`src/rtl/mult_div_unit_if.sv`:
```
// Request/result bundle between the issue logic and the multiply/divide unit.
interface mult_div_unit_if #(
  parameter int unsigned WIDTH = 32
);
  logic             start;
  logic [1:0]       op;
  logic [WIDTH-1:0] rs_val;
  logic [WIDTH-1:0] rt_val;
  logic             mthi;
  logic             mtlo;
  logic [WIDTH-1:0] wr_data;
  logic [WIDTH-1:0] hi;
  logic [WIDTH-1:0] lo;
  logic             busy;
  logic             done;

  modport master (
    output start, op, rs_val, rt_val, mthi, mtlo, wr_data,
    input  hi, lo, busy, done
  );

  modport slave (
    input  start, op, rs_val, rt_val, mthi, mtlo, wr_data,
    output hi, lo, busy, done
  );
endinterface

```
`src/rtl/mult_div_unit.sv`:
```
// Iterative MULT/MULTU/DIV/DIVU unit owning the architectural HI/LO registers.
// One iteration per cycle: shift-add multiply, restoring divide on magnitudes,
// with sign correction applied in a final FIX cycle.
module mult_div_unit #(
  parameter int unsigned WIDTH = 32,
  parameter int unsigned CNT_W = 6
) (
  input  logic           clk,
  input  logic           reset,
  mult_div_unit_if.slave bus
);

  localparam int unsigned        PW   = 2 * WIDTH;
  localparam logic [CNT_W-1:0]   LAST = CNT_W'(WIDTH - 1);

  typedef enum logic [1:0] {
    IDLE = 2'd0,
    RUN  = 2'd1,
    FIX  = 2'd2
  } state_t;

  state_t           state;
  state_t           state_nx;
  logic [CNT_W-1:0] count;
  logic             is_div;
  logic             sign_q;
  logic             sign_r;
  logic             div_zero;
  logic [WIDTH-1:0] opnd;      // multiplicand (mult) or divisor (div) magnitude
  logic [PW-1:0]    acc;       // product accumulator; low half holds quotient for div
  logic [WIDTH-1:0] rem;
  logic [WIDTH-1:0] hi_q;
  logic [WIDTH-1:0] lo_q;
  logic             busy_q;
  logic             done_q;

  logic             signed_op;
  logic [WIDTH-1:0] rs_mag;
  logic [WIDTH-1:0] rt_mag;
  logic [WIDTH:0]   mul_sum;
  logic [PW-1:0]    mul_nx;
  logic [WIDTH:0]   div_shift;
  logic [WIDTH:0]   div_diff;
  logic             div_ge;
  logic [PW-1:0]    prod_fix;
  logic [WIDTH-1:0] quo_fix;
  logic [WIDTH-1:0] rem_fix;

  // Operand magnitudes for the request currently presented on the bus.
  always_comb begin
    signed_op = ~bus.op[0];
    rs_mag    = (signed_op && bus.rs_val[WIDTH-1]) ? -bus.rs_val : bus.rs_val;
    rt_mag    = (signed_op && bus.rt_val[WIDTH-1]) ? -bus.rt_val : bus.rt_val;
  end

  // Single-iteration datapath and final sign correction.
  always_comb begin
    mul_sum   = {1'b0, acc[PW-1:WIDTH]} + {1'b0, opnd};
    mul_nx    = acc[0] ? {mul_sum, acc[WIDTH-1:1]} : {1'b0, acc[PW-1:1]};
    div_shift = {rem, acc[WIDTH-1]};
    div_diff  = div_shift - {1'b0, opnd};
    div_ge    = ~div_diff[WIDTH];
    prod_fix  = sign_q ? -acc : acc;
    quo_fix   = sign_q ? -acc[WIDTH-1:0] : acc[WIDTH-1:0];
    rem_fix   = sign_r ? -rem : rem;
  end

  // State register.
  always_ff @(posedge clk or posedge reset) begin
    if (reset) state <= IDLE;
    else       state <= state_nx;
  end

  // Next-state logic.
  always_comb begin
    state_nx = state;
    case (state)
      IDLE:    if (bus.start) state_nx = RUN;
      RUN:     if (count == LAST) state_nx = FIX;
      FIX:     state_nx = IDLE;
      default: state_nx = IDLE;
    endcase
  end

  // Operand capture, iteration, result writeback and MTHI/MTLO.
  always_ff @(posedge clk or posedge reset) begin
    if (reset) begin
      count    <= '0;
      is_div   <= 1'b0;
      sign_q   <= 1'b0;
      sign_r   <= 1'b0;
      div_zero <= 1'b0;
      opnd     <= '0;
      acc      <= '0;
      rem      <= '0;
      hi_q     <= '0;
      lo_q     <= '0;
      busy_q   <= 1'b0;
      done_q   <= 1'b0;
    end else begin
      busy_q <= (state_nx != IDLE);
      done_q <= 1'b0;
      case (state)
        IDLE: begin
          if (bus.start) begin
            count    <= '0;
            is_div   <= bus.op[1];
            sign_q   <= signed_op & (bus.rs_val[WIDTH-1] ^ bus.rt_val[WIDTH-1]);
            sign_r   <= signed_op & bus.rs_val[WIDTH-1];
            div_zero <= bus.op[1] & (bus.rt_val == '0);
            opnd     <= bus.op[1] ? rt_mag : rs_mag;
            acc      <= {WIDTH'(0), (bus.op[1] ? rs_mag : rt_mag)};
            rem      <= '0;
          end else begin
            if (bus.mthi) hi_q <= bus.wr_data;
            if (bus.mtlo) lo_q <= bus.wr_data;
          end
        end
        RUN: begin
          count <= count + CNT_W'(1);
          if (is_div) begin
            rem             <= div_ge ? div_diff[WIDTH-1:0] : div_shift[WIDTH-1:0];
            acc[WIDTH-1:0]  <= {acc[WIDTH-2:0], div_ge};
          end else begin
            acc <= mul_nx;
          end
        end
        FIX: begin
          done_q <= 1'b1;
          if (is_div) begin
            // Divisor zero: quotient is all ones; remainder is |rs|, and
            // re-applying rs's sign recovers rs_val exactly.
            lo_q <= div_zero ? '1 : quo_fix;
            hi_q <= rem_fix;
          end else begin
            hi_q <= prod_fix[PW-1:WIDTH];
            lo_q <= prod_fix[WIDTH-1:0];
          end
        end
        default: ;
      endcase
    end
  end

  assign bus.hi   = hi_q;
  assign bus.lo   = lo_q;
  assign bus.busy = busy_q;
  assign bus.done = done_q;

endmodule

```
`src/flat_wrapper.sv`:
```
// flat-port wrapper written by rule: the top's interface ports become plain ports
module mult_div_unit_flat 
#(
  parameter int unsigned WIDTH = 32,
  parameter int unsigned CNT_W = 6
)
  (clk, reset, bus_start, bus_op, bus_rs_val, bus_rt_val, bus_mthi, bus_mtlo, bus_wr_data, bus_hi, bus_lo, bus_busy, bus_done);
  mult_div_unit_if #(.WIDTH(WIDTH)) bus_i ();
  input  logic clk;
  input  logic reset;
  input wire logic [$bits(bus_i.start)-1:0] bus_start;
  input wire logic [$bits(bus_i.op)-1:0] bus_op;
  input wire logic [$bits(bus_i.rs_val)-1:0] bus_rs_val;
  input wire logic [$bits(bus_i.rt_val)-1:0] bus_rt_val;
  input wire logic [$bits(bus_i.mthi)-1:0] bus_mthi;
  input wire logic [$bits(bus_i.mtlo)-1:0] bus_mtlo;
  input wire logic [$bits(bus_i.wr_data)-1:0] bus_wr_data;
  output wire logic [$bits(bus_i.hi)-1:0] bus_hi;
  output wire logic [$bits(bus_i.lo)-1:0] bus_lo;
  output wire logic [$bits(bus_i.busy)-1:0] bus_busy;
  output wire logic [$bits(bus_i.done)-1:0] bus_done;
  assign bus_i.start = bus_start;
  assign bus_i.op = bus_op;
  assign bus_i.rs_val = bus_rs_val;
  assign bus_i.rt_val = bus_rt_val;
  assign bus_i.mthi = bus_mthi;
  assign bus_i.mtlo = bus_mtlo;
  assign bus_i.wr_data = bus_wr_data;
  assign bus_hi = bus_i.hi;
  assign bus_lo = bus_i.lo;
  assign bus_busy = bus_i.busy;
  assign bus_done = bus_i.done;
  mult_div_unit #(.WIDTH(WIDTH), .CNT_W(CNT_W)) u_core (.clk(clk), .reset(reset), .bus(bus_i));
endmodule
```
`config.mk`:
```
export PLATFORM = sky130hd
export DESIGN_NAME = mult_div_unit_flat
export DESIGN_NICKNAME = d
export VERILOG_FILES = /design/src/rtl/mult_div_unit_if.sv /design/src/rtl/mult_div_unit.sv /design/src/flat_wrapper.sv
export SDC_FILE = /design/constraint.sdc
export NUM_CORES = 1
export LEC_CHECK = 0
export CAP_MARGIN = 20
export CORE_UTILIZATION = 45
export DETAILED_ROUTE_END_ITERATION = 7
export GPL_ROUTABILITY_DRIVEN = 0
export GPL_TIMING_DRIVEN = 0
export PLACE_DENSITY_LB_ADDON = 0.1
export SLEW_MARGIN = 20
export SYNTH_ARGS = -nofsm -noshare
export SYNTH_HDL_FRONTEND = slang
export SYNTH_SLANG_ARGS = --single-unit
```
`constraint.sdc`:
```
create_clock -name clk -period 9.45 [get_ports clk]
set_input_delay 1.89 -clock clk [delete_from_list [all_inputs] [get_ports clk]]
set_output_delay 1.89 -clock clk [all_outputs]
set_load 0.03 [all_outputs]
```
==> flow_results.xml, run 1 <==
<?xml version="1.0" encoding="UTF-8"?>
<metrics>
  <group name="finish">
    <metric name="antenna_cells" unit="">0</metric>
    <metric name="n_fill_cell" unit="">3315</metric>
    <metric name="final_layout_size_suffix_gt1_share" unit="%">3.19</metric>
    <metric name="final_cell_count_no_fill" unit="">2685</metric>
    <metric name="finalNetCount" unit="">2380</metric>
    <metric name="multiInputGateArea" unit="mm2">0.0104</metric>
    <metric name="postLayoutCoreUtil" unit="%">54.5</metric>
    <metric name="sequential_cell_area" unit="mm2">0.00515</metric>
    <metric name="area.growth.synth_to_final" unit="%">19.2</metric>
  </group>
  <group name="cts">
    <metric name="clock_insertion_delay_worst_skew" unit="ns">0.54</metric>
    <metric name="cts.repair_timing.setup_buffer_count" unit="">0</metric>
    <metric name="clock_tree.htree_level_count" unit="">1</metric>
    <metric name="cts_hold_repair.buffers" unit="">0</metric>
    <metric name="path_clk_slew" unit="ns">0.06</metric>
    <metric name="cts_buffer_depth" unit="">3</metric>
    <metric name="clock-root-buffer" unit="">sky130_fd_sc_hd__clkbuf_16</metric>
    <metric name="total_cts_buffers" unit="">24</metric>
    <metric name="post_cts_resized" unit="">0</metric>
    <metric name="cts_tree" unit="">yes</metric>
    <metric name="cts.sinks" unit="">206</metric>
  </group>
  <group name="worst_setup_path">
    <metric name="regToRegStartpoint" unit="">u_core.acc[31]$_DFFE_PP0P_</metric>
    <metric name="critical_path.startpoint_type" unit="">flip-flop</metric>
    <metric name="setup.worst_path.class" unit="">flip-flop to flip-flop</metric>
    <metric name="crit_path_cell_trace" unit="">inv_1, ha_1, fa_1, nor2b_1, o31ai_1, a21oi_1, a311oi_1, o21ai_0, a41oi_1, o21ai_0, xor2_2, nor2_1, a221o_1</metric>
    <metric name="worstSetupEndpoint" unit="">u_core.rem[22]$_DFFE_PP0P_</metric>
    <metric name="worst_path_largest_cell_delay" unit="ns">0.63</metric>
    <metric name="regToRegSetupSlack" unit="ns">4.48</metric>
    <metric name="path_common_cell" unit="">sky130_fd_sc_hd__o21ai_0</metric>
    <metric name="timing.rr.end" unit="">u_core.rem[22]$_DFFE_PP0P_</metric>
    <metric name="worst_endpoint_data_arrival_time" unit="ns">5.39</metric>
    <metric name="ff2ff_path_depth" unit="">13</metric>
    <metric name="critPathLaunch" unit="">u_core.acc[31]$_DFFE_PP0P_</metric>
    <metric name="slowest_stage" unit="">sky130_fd_sc_hd__a311oi_1</metric>
    <metric name="worst-path-max-fanout" unit="">9</metric>
    <metric name="nature_of_the_critical_path_endpoint" unit="">flip-flop</metric>
    <metric name="worst_ep_required_time" unit="ns">9.87</metric>
  </group>
  <group name="timing">
    <metric name="tightest_slew" unit="ns">0.935</metric>
    <metric name="max_clock_freq" unit="GHz">0.201</metric>
    <metric name="final.setup_skew" unit="ns">0.0288</metric>
    <metric name="rsz0062_at_grt" unit="">false</metric>
    <metric name="layout_worst_path_cycle_share" unit="%">52.6</metric>
    <metric name="slew-limit-headroom" unit="%">37.0</metric>
    <metric name="final-setup-viol-count" unit="">0</metric>
    <metric name="drv_slew" unit="">0</metric>
    <metric name="hold_violations" unit="">0</metric>
    <metric name="post-route-min-period" unit="ns">4.97</metric>
  </group>
  <group name="drt">
    <metric name="drt_first_pass_iters" unit="">5</metric>
    <metric name="route.detailed.vias_per_inst" unit="">6.20</metric>
    <metric name="route.vias.total" unit="">16600</metric>
    <metric name="detail-route-antenna-nets" unit="">0</metric>
    <metric name="route.detailed.wl_per_inst" unit="um">22.4</metric>
    <metric name="finalWirelength" unit="um">60200</metric>
    <metric name="drt_drc_violations_left" unit="">0</metric>
    <metric name="detailedRoute.firstIterationViolations" unit="">1769</metric>
  </group>
  <group name="placement">
    <metric name="numPlacedInstances" unit="">2641</metric>
    <metric name="detailed_place_hpwl" unit="um">48200</metric>
    <metric name="port_buf_inserts" unit="">167</metric>
  </group>
  <group name="grt">
    <metric name="via_count_of_the_first_global_routing_pass" unit="">15100</metric>
    <metric name="remaining_global_route_overflow" unit="">0</metric>
    <metric name="antenna_found_initial" unit="">0</metric>
    <metric name="grt_pass1_wl" unit="um">90100</metric>
    <metric name="grt_start_max_net_pins" unit="">92</metric>
    <metric name="grt_util_all_layers" unit="%">32.2</metric>
  </group>
  <group name="yosys">
    <metric name="syn_warnings" unit="">0</metric>
    <metric name="syn-num-nets" unit="">2185</metric>
    <metric name="synth_top_cell_area_share" unit="%">31.8</metric>
    <metric name="synthArstFlopShare" unit="%">100</metric>
    <metric name="synth_top_cells_by_count" unit="">sky130_fd_sc_hd__o21ai_0, sky130_fd_sc_hd__nand2_1, sky130_fd_sc_hd__dfrtp_1</metric>
    <metric name="mappedNetlistArea" unit="mm2">0.0162</metric>
    <metric name="post_synth_main_area_contributors" unit="">sky130_fd_sc_hd__dfrtp_1, sky130_fd_sc_hd__o21ai_0, sky130_fd_sc_hd__nand2_1, sky130_fd_sc_hd__xnor2_1, sky130_fd_sc_hd__ha_1</metric>
    <metric name="yosysMostFrequentCell" unit="">sky130_fd_sc_hd__o21ai_0</metric>
    <metric name="post_synth_inst_count" unit="">2011</metric>
    <metric name="synth_edf_count" unit="">0</metric>
    <metric name="synthDistinctLibCells" unit="">77</metric>
    <metric name="yosysTopAreaCell" unit="">sky130_fd_sc_hd__dfrtp_1</metric>
    <metric name="avgSynthCellArea" unit="um2">8.07</metric>
    <metric name="synth_sequential_area_ratio" unit="%">31.8</metric>
    <metric name="ys.flop_type" unit="">sky130_fd_sc_hd__dfrtp_1</metric>
    <metric name="yosys_register_bits" unit="">206</metric>
  </group>
  <group name="power">
    <metric name="worst_ir_drop_vdd" unit="uV">248</metric>
    <metric name="powerDensity" unit="mW/mm2">397</metric>
    <metric name="p_leak" unit="nW">7.88</metric>
    <metric name="power" unit="W">0.00768</metric>
  </group>
  <group name="floorplanning">
    <metric name="core_area" unit="mm2">0.0355</metric>
    <metric name="placement_rows" unit="">69</metric>
    <metric name="die_w" unit="um">192</metric>
    <metric name="ioPinCount" unit="">169</metric>
    <metric name="die_height" unit="um">192</metric>
    <metric name="design.die.area" unit="mm2">0.0368</metric>
    <metric name="initial_utilization" unit="%">45.7</metric>
  </group>
  <group name="job">
    <metric name="max-cap-violations" unit="">0</metric>
  </group>
  <group name="worst_hold_path">
    <metric name="min-delay-path-class" unit="">flip-flop to flip-flop</metric>
  </group>
  <group name="outcome">
    <metric name="outcome" unit="">finished, final reports clean</metric>
  </group>
</metrics>
-- critical path: cells and delay by family (launching register included) --
| family | cells | cell delay (ns) |
|---|---|---|
| AOI/OAI and AO/OA | 7 | 2.80 |
| xor gates and xnor gates | 1 | 0.57 |
| DFF | 1 | 0.47 |
| adders and majority gates | 2 | 0.44 |
| and+or+nand+nor | 2 | 0.35 |
| buffers and inverters | 1 | 0.23 |
-- registers in the layout, indices dropped and copies added (netlist names), 2 cells and up --
register	flops
u_core.bus.hi	32
u_core.rem	32
u_core.state	2
u_core.opnd	32
u_core.bus.lo	32
u_core.acc	64
u_core.count	6
-- through the flow --
| stage | TNS (ns) | cell area, um2 | hold slack (ns) | setup slack (ns) |
|---|---|---|---|---|
| detailed placement | 0 | 18500 | 0.472 | 4.21 |
| global route | 0 | 19300 | 0.507 | 4.32 |
| global placement | -202.95 | 18500 | 0.465 | -1.01 |
| finish | 0 | 19300 | 0.482 | 4.48 |
| CTS | 0 | 19300 | 0.485 | 4.61 |
| floorplan | 0 | 16200 | 0.455 | 1.94 |
-- how the worst min path moves through the flow --
| stage | slack [ns] | endpoint | startpoint | cells past startpoint |
|---|---|---|---|---|
| floorplan | 0.45 | u_core.state[1]$_DFF_PP0_ | u_core.count[5]$_DFFE_PP0P_ | 1 |
| global placement | 0.46 | u_core.bus.hi[5]$_DFFE_PP0P_ | u_core.bus.hi[5]$_DFFE_PP0P_ | 2 |
| detailed placement | 0.47 | u_core.bus.lo[5]$_DFFE_PP0P_ | u_core.bus.lo[5]$_DFFE_PP0P_ | 2 |
| CTS | 0.49 | u_core.bus.lo[5]$_DFFE_PP0P_ | u_core.bus.lo[5]$_DFFE_PP0P_ | 2 |
| global route | 0.51 | u_core.bus.hi[5]$_DFFE_PP0P_ | u_core.bus.hi[5]$_DFFE_PP0P_ | 2 |
| finish | 0.48 | u_core.bus.hi[5]$_DFFE_PP0P_ | u_core.bus.hi[5]$_DFFE_PP0P_ | 2 |
-- layer usage --
layer,global-route usage [%],part of all wire [%],up-vias
met5,0,0,-
met4,12.2,4.1,0
met3,4.11,8.6,109
met2,48.5,43,827
met1,46.7,45,8033
li1,-,-,7673
-- cell type report --
class	instances	area share [%]
Sequential cell	206	26.7
Inverter	62	1.24
Clock buffer	35	3.69
Timing Repair Buffer	169	8.93
Buffer	116	2.40
Clock inverter	9	0.505
Multi-Input combinational cell	1627	53.6
Tap cell	461	2.98
-- report_power, final --
group / switching [W] / total, W / internal [W]
clock network: 0.000387 / 0.000963 / 0.000576
logic: 0.00287 / 0.00483 / 0.00196
registers: 0.000589 / 0.00189 / 0.00130
-- kinds of logic after synthesis --
| family | count (synthesis) | share of synthesized area [%] |
|---|---|---|
| buffers and inverters | 178 | 4.30 |
| and+or+nand+nor | 583 | 16.7 |
| AOI/OAI and AO/OA | 698 | 26.2 |
| adders and majority gates | 71 | 5.57 |
| muxes | 70 | 4.33 |
| DFF | 206 | 31.8 |
| xor gates and xnor gates | 205 | 11.1 |
-- cells in the final DEF, fill, tap and decap left out, types with 16 or more instances in the layout --
master                            count
sky130_fd_sc_hd__a221oi_1            16
sky130_fd_sc_hd__xor2_1              98
sky130_fd_sc_hd__o22ai_1             33
sky130_fd_sc_hd__dfrtp_1            206
sky130_fd_sc_hd__nand2_1            250
sky130_fd_sc_hd__clkdlybuf4s50_1    167
sky130_fd_sc_hd__a211oi_1            16
sky130_fd_sc_hd__mux2i_1             69
sky130_fd_sc_hd__or3_1               25
sky130_fd_sc_hd__o31ai_1             44
sky130_fd_sc_hd__nand3_1             27
sky130_fd_sc_hd__nor2_1             138
sky130_fd_sc_hd__xnor2_1            106
sky130_fd_sc_hd__a22oi_1             20
sky130_fd_sc_hd__a21o_1              28
sky130_fd_sc_hd__inv_1               60
sky130_fd_sc_hd__clkbuf_1           101
sky130_fd_sc_hd__o21ai_0            268
sky130_fd_sc_hd__nor3_1              33
sky130_fd_sc_hd__ha_1                69
sky130_fd_sc_hd__nand2b_1            22
sky130_fd_sc_hd__o41ai_1             17
sky130_fd_sc_hd__a21oi_1            148
sky130_fd_sc_hd__clkbuf_16           25
No activity file was read; power rests on OpenSTA's default activity.
==> run 2, diff against run 1 <==
==> constraint.sdc (replaced) <==
create_clock -name clk -period 4 [get_ports clk]
set_input_delay 0.8 -clock clk [delete_from_list [all_inputs] [get_ports clk]]
set_output_delay 0.8 -clock clk [all_outputs]
set_load 0.03 [all_outputs]
==> flow_results.xml, run 2 (synthesis results as in run 1) <==
<?xml version="1.0" encoding="UTF-8"?>
<metrics>
  <group name="floorplanning">
    <metric name="ioPinCount" unit="">169</metric>
    <metric name="die_w" unit="um">192</metric>
    <metric name="core_area" unit="mm2">0.0355</metric>
    <metric name="initial_utilization" unit="%">45.7</metric>
    <metric name="design.die.area" unit="mm2">0.0368</metric>
    <metric name="placement_rows" unit="">69</metric>
    <metric name="die_height" unit="um">192</metric>
  </group>
  <group name="grt">
    <metric name="use_met1" unit="%">47.4</metric>
    <metric name="antenna_found_initial" unit="">1</metric>
    <metric name="met2_routing_resource_usage_after_global_routing" unit="%">48.4</metric>
    <metric name="grt_start_max_net_pins" unit="">35</metric>
    <metric name="remaining_global_route_overflow" unit="">0</metric>
    <metric name="grt_util_all_layers" unit="%">32.5</metric>
    <metric name="grt_pass1_wl" unit="um">90900</metric>
    <metric name="via_count_of_the_first_global_routing_pass" unit="">15400</metric>
    <metric name="globalRoute.busiestLayer" unit="">met2</metric>
    <metric name="globalRouteMet3Util" unit="%">4.11</metric>
  </group>
  <group name="timing">
    <metric name="hold_violations" unit="">0</metric>
    <metric name="rsz0062_at_grt" unit="">false</metric>
    <metric name="drv_slew" unit="">0</metric>
    <metric name="final-setup-viol-count" unit="">0</metric>
    <metric name="tightest_slew" unit="ns">0.897</metric>
    <metric name="final.setup_skew" unit="ns">0.0177</metric>
    <metric name="max_clock_freq" unit="GHz">0.260</metric>
    <metric name="slew-limit-headroom" unit="%">39.5</metric>
    <metric name="layout_worst_path_cycle_share" unit="%">96.1</metric>
    <metric name="post-route-min-period" unit="ns">3.84</metric>
  </group>
  <group name="worst_setup_path">
    <metric name="critical_path.startpoint_type" unit="">flip-flop</metric>
    <metric name="worst-path-max-fanout" unit="">10</metric>
    <metric name="worst_ep_required_time" unit="ns">4.41</metric>
    <metric name="nature_of_the_critical_path_endpoint" unit="">flip-flop</metric>
    <metric name="setup.worst_path.class" unit="">flip-flop to flip-flop</metric>
    <metric name="worst_endpoint_data_arrival_time" unit="ns">4.25</metric>
  </group>
  <group name="outcome">
    <metric name="outcome" unit="">finished, final reports clean</metric>
  </group>
  <group name="finish">
    <metric name="finalNetCount" unit="">2391</metric>
    <metric name="layout.cells.most_common" unit="">sky130_fd_sc_hd__o21ai_0</metric>
    <metric name="layout_common_cells" unit="">sky130_fd_sc_hd__o21ai_0, sky130_fd_sc_hd__nand2_1, sky130_fd_sc_hd__dfrtp_1</metric>
    <metric name="final_layout_size_suffix_gt1_share" unit="%">4.07</metric>
    <metric name="antenna_cells" unit="">0</metric>
    <metric name="postLayoutCoreUtil" unit="%">55.0</metric>
    <metric name="area.growth.synth_to_final" unit="%">20.4</metric>
    <metric name="max_reg_flops" unit="">64</metric>
    <metric name="regMostFlops" unit="">u_core.acc</metric>
  </group>
  <group name="power">
    <metric name="worst_ir_drop_vdd" unit="uV">428</metric>
    <metric name="power_report.internal_total" unit="W">0.00923</metric>
    <metric name="powerDensity" unit="mW/mm2">943</metric>
    <metric name="switch_share" unit="%">49.9</metric>
    <metric name="power.switching" unit="W">0.00919</metric>
    <metric name="power.share.clock" unit="%">12.8</metric>
    <metric name="power.share.sequential" unit="%">24.5</metric>
    <metric name="p_comb_share" unit="%">62.8</metric>
    <metric name="power" unit="W">0.0184</metric>
    <metric name="p_leak" unit="nW">7.95</metric>
  </group>
  <group name="cts">
    <metric name="clock_tree.htree_level_count" unit="">1</metric>
    <metric name="clock_insertion_delay_worst_skew" unit="ns">0.55</metric>
    <metric name="total_cts_buffers" unit="">24</metric>
    <metric name="cts.sinks" unit="">206</metric>
    <metric name="cts_tree" unit="">yes</metric>
    <metric name="cts_buffer_depth" unit="">3</metric>
    <metric name="path_clk_slew" unit="ns">0.06</metric>
    <metric name="clock-root-buffer" unit="">sky130_fd_sc_hd__clkbuf_16</metric>
    <metric name="cts_hold_repair.buffers" unit="">0</metric>
  </group>
  <group name="placement">
    <metric name="port_buf_inserts" unit="">167</metric>
    <metric name="detailed_place_hpwl" unit="um">48500</metric>
  </group>
  <group name="drt">
    <metric name="drt_first_pass_iters" unit="">6</metric>
    <metric name="route.detailed.vias_per_inst" unit="">6.13</metric>
    <metric name="finalWirelength" unit="um">60300</metric>
    <metric name="detailedRoute.firstIterationViolations" unit="">1736</metric>
    <metric name="route.detailed.wl_per_inst" unit="um">22.4</metric>
    <metric name="route.vias.total" unit="">16500</metric>
    <metric name="drt_drc_violations_left" unit="">0</metric>
    <metric name="detail-route-antenna-nets" unit="">0</metric>
  </group>
  <group name="worst_hold_path">
    <metric name="min-delay-path-class" unit="">flip-flop to flip-flop</metric>
  </group>
  <group name="job">
    <metric name="max-cap-violations" unit="">0</metric>
  </group>
</metrics>
-- run 2: changes by cell type in the layout (fill, tap and decap cells not counted), moves of 2 or more --
cell,previous run,this run
sky130_fd_sc_hd__buf_16,2,0
sky130_fd_sc_hd__o21ai_0,268,265
sky130_fd_sc_hd__clkbuf_1,101,98
sky130_fd_sc_hd__buf_4,0,7
sky130_fd_sc_hd__clkinvlp_4,1,3
sky130_fd_sc_hd__buf_12,0,7
-- run 2: worst max-delay path, stage by stage (launching register included) --
cell and delay, ns:
sky130_fd_sc_hd__dfrtp_2 0.44, sky130_fd_sc_hd__inv_1 0.17, sky130_fd_sc_hd__ha_1 0.26, sky130_fd_sc_hd__fa_1 0.42, sky130_fd_sc_hd__nor2b_2 0.16, sky130_fd_sc_hd__o31ai_1 0.11, sky130_fd_sc_hd__a21oi_1 0.26, sky130_fd_sc_hd__a311oi_2 0.13
sky130_fd_sc_hd__buf_4 0.18, sky130_fd_sc_hd__o21ai_4 0.23, sky130_fd_sc_hd__a41oi_2 0.20, sky130_fd_sc_hd__o21ai_2 0.25, sky130_fd_sc_hd__xor2_2 0.17, sky130_fd_sc_hd__buf_4 0.17, sky130_fd_sc_hd__buf_6 0.18, sky130_fd_sc_hd__mux2i_1 0.25
sky130_fd_sc_hd__o21ai_0 0.10
-- run 2: timing repair --
action / CTS / global route
resized for setup: 4 / 7
pin swaps: 2 / 4
setup buffers: 4 / 3
endpoints found under the setup margin: 38 / 37
-- run 2: final cells by class --
cell class                 instances  area (um2)
tap                              461         577
fill                            3345       16000
inverter                          62         236
timing repair buffer             181        1860
sequential                       206        5160
clock inverter                    11         139
clock buffer                      32         692
multi-input combinational       1627       10400
buffer                           115         460
-- run 2: power groups by stage --
stage	combinational [W]	sequential, W	clock [W]
2_1_floorplan	0.00757	0.00448	0
3_3_place_gp	0.0109	0.00444	0
3_5_place_dp	0.0111	0.00447	0
4_1_cts	0.0113	0.00443	0.00237
5_1_grt	0.0126	0.00459	0.00245
6_report	0.0116	0.00451	0.00235
-- run 2: worst paths after layout --
| check | endpoint | slack, ns | startpoint | cells after the start |
|---|---|---|---|---|
| max | u_core.rem[7]$_DFFE_PP0P_ | 0.16 | u_core.acc[31]$_DFFE_PP0P_ | 16 |
| min | u_core.bus.lo[8]$_DFFE_PP0P_ | 0.48 | u_core.bus.lo[8]$_DFFE_PP0P_ | 2 |
| max reg2reg | u_core.rem[7]$_DFFE_PP0P_ | 0.16 | u_core.acc[31]$_DFFE_PP0P_ | 16 |
| min reg2reg | u_core.bus.lo[8]$_DFFE_PP0P_ | 0.48 | u_core.bus.lo[8]$_DFFE_PP0P_ | 2 |
| max in group asynchronous | u_core.count[3]$_DFFE_PP0P_ | 2.55 | reset | 5 |
| min in group asynchronous | u_core.rem[13]$_DFFE_PP0P_ | 0.57 | reset | 2 |
-- run 2: stage by stage --
stage	std cells	cell area [um2]	TNS [ns]	worst slack (ns)	hold slack, ns
floorplan	2011	16200	0	0.498	0.455
global placement	2639	18500	-266.17	-1.23	0.465
detailed placement	2646	18600	-19.73	-0.750	0.473
CTS	2692	19500	0	0.0214	0.486
global route	2695	19500	0	0.00608	0.515
finish	2695	19500	0	0.158	0.480
-- run 2: per-layer routing --
| metal | up-vias | routed length [um] |
|---|---|---|
| met5 | - | 0 |
| met2 | 798 | 25400 |
| met4 | 0 | 2640 |
| met3 | 127 | 5380 |
| li1 | 7675 | - |
| met1 | 7925 | 26900 |
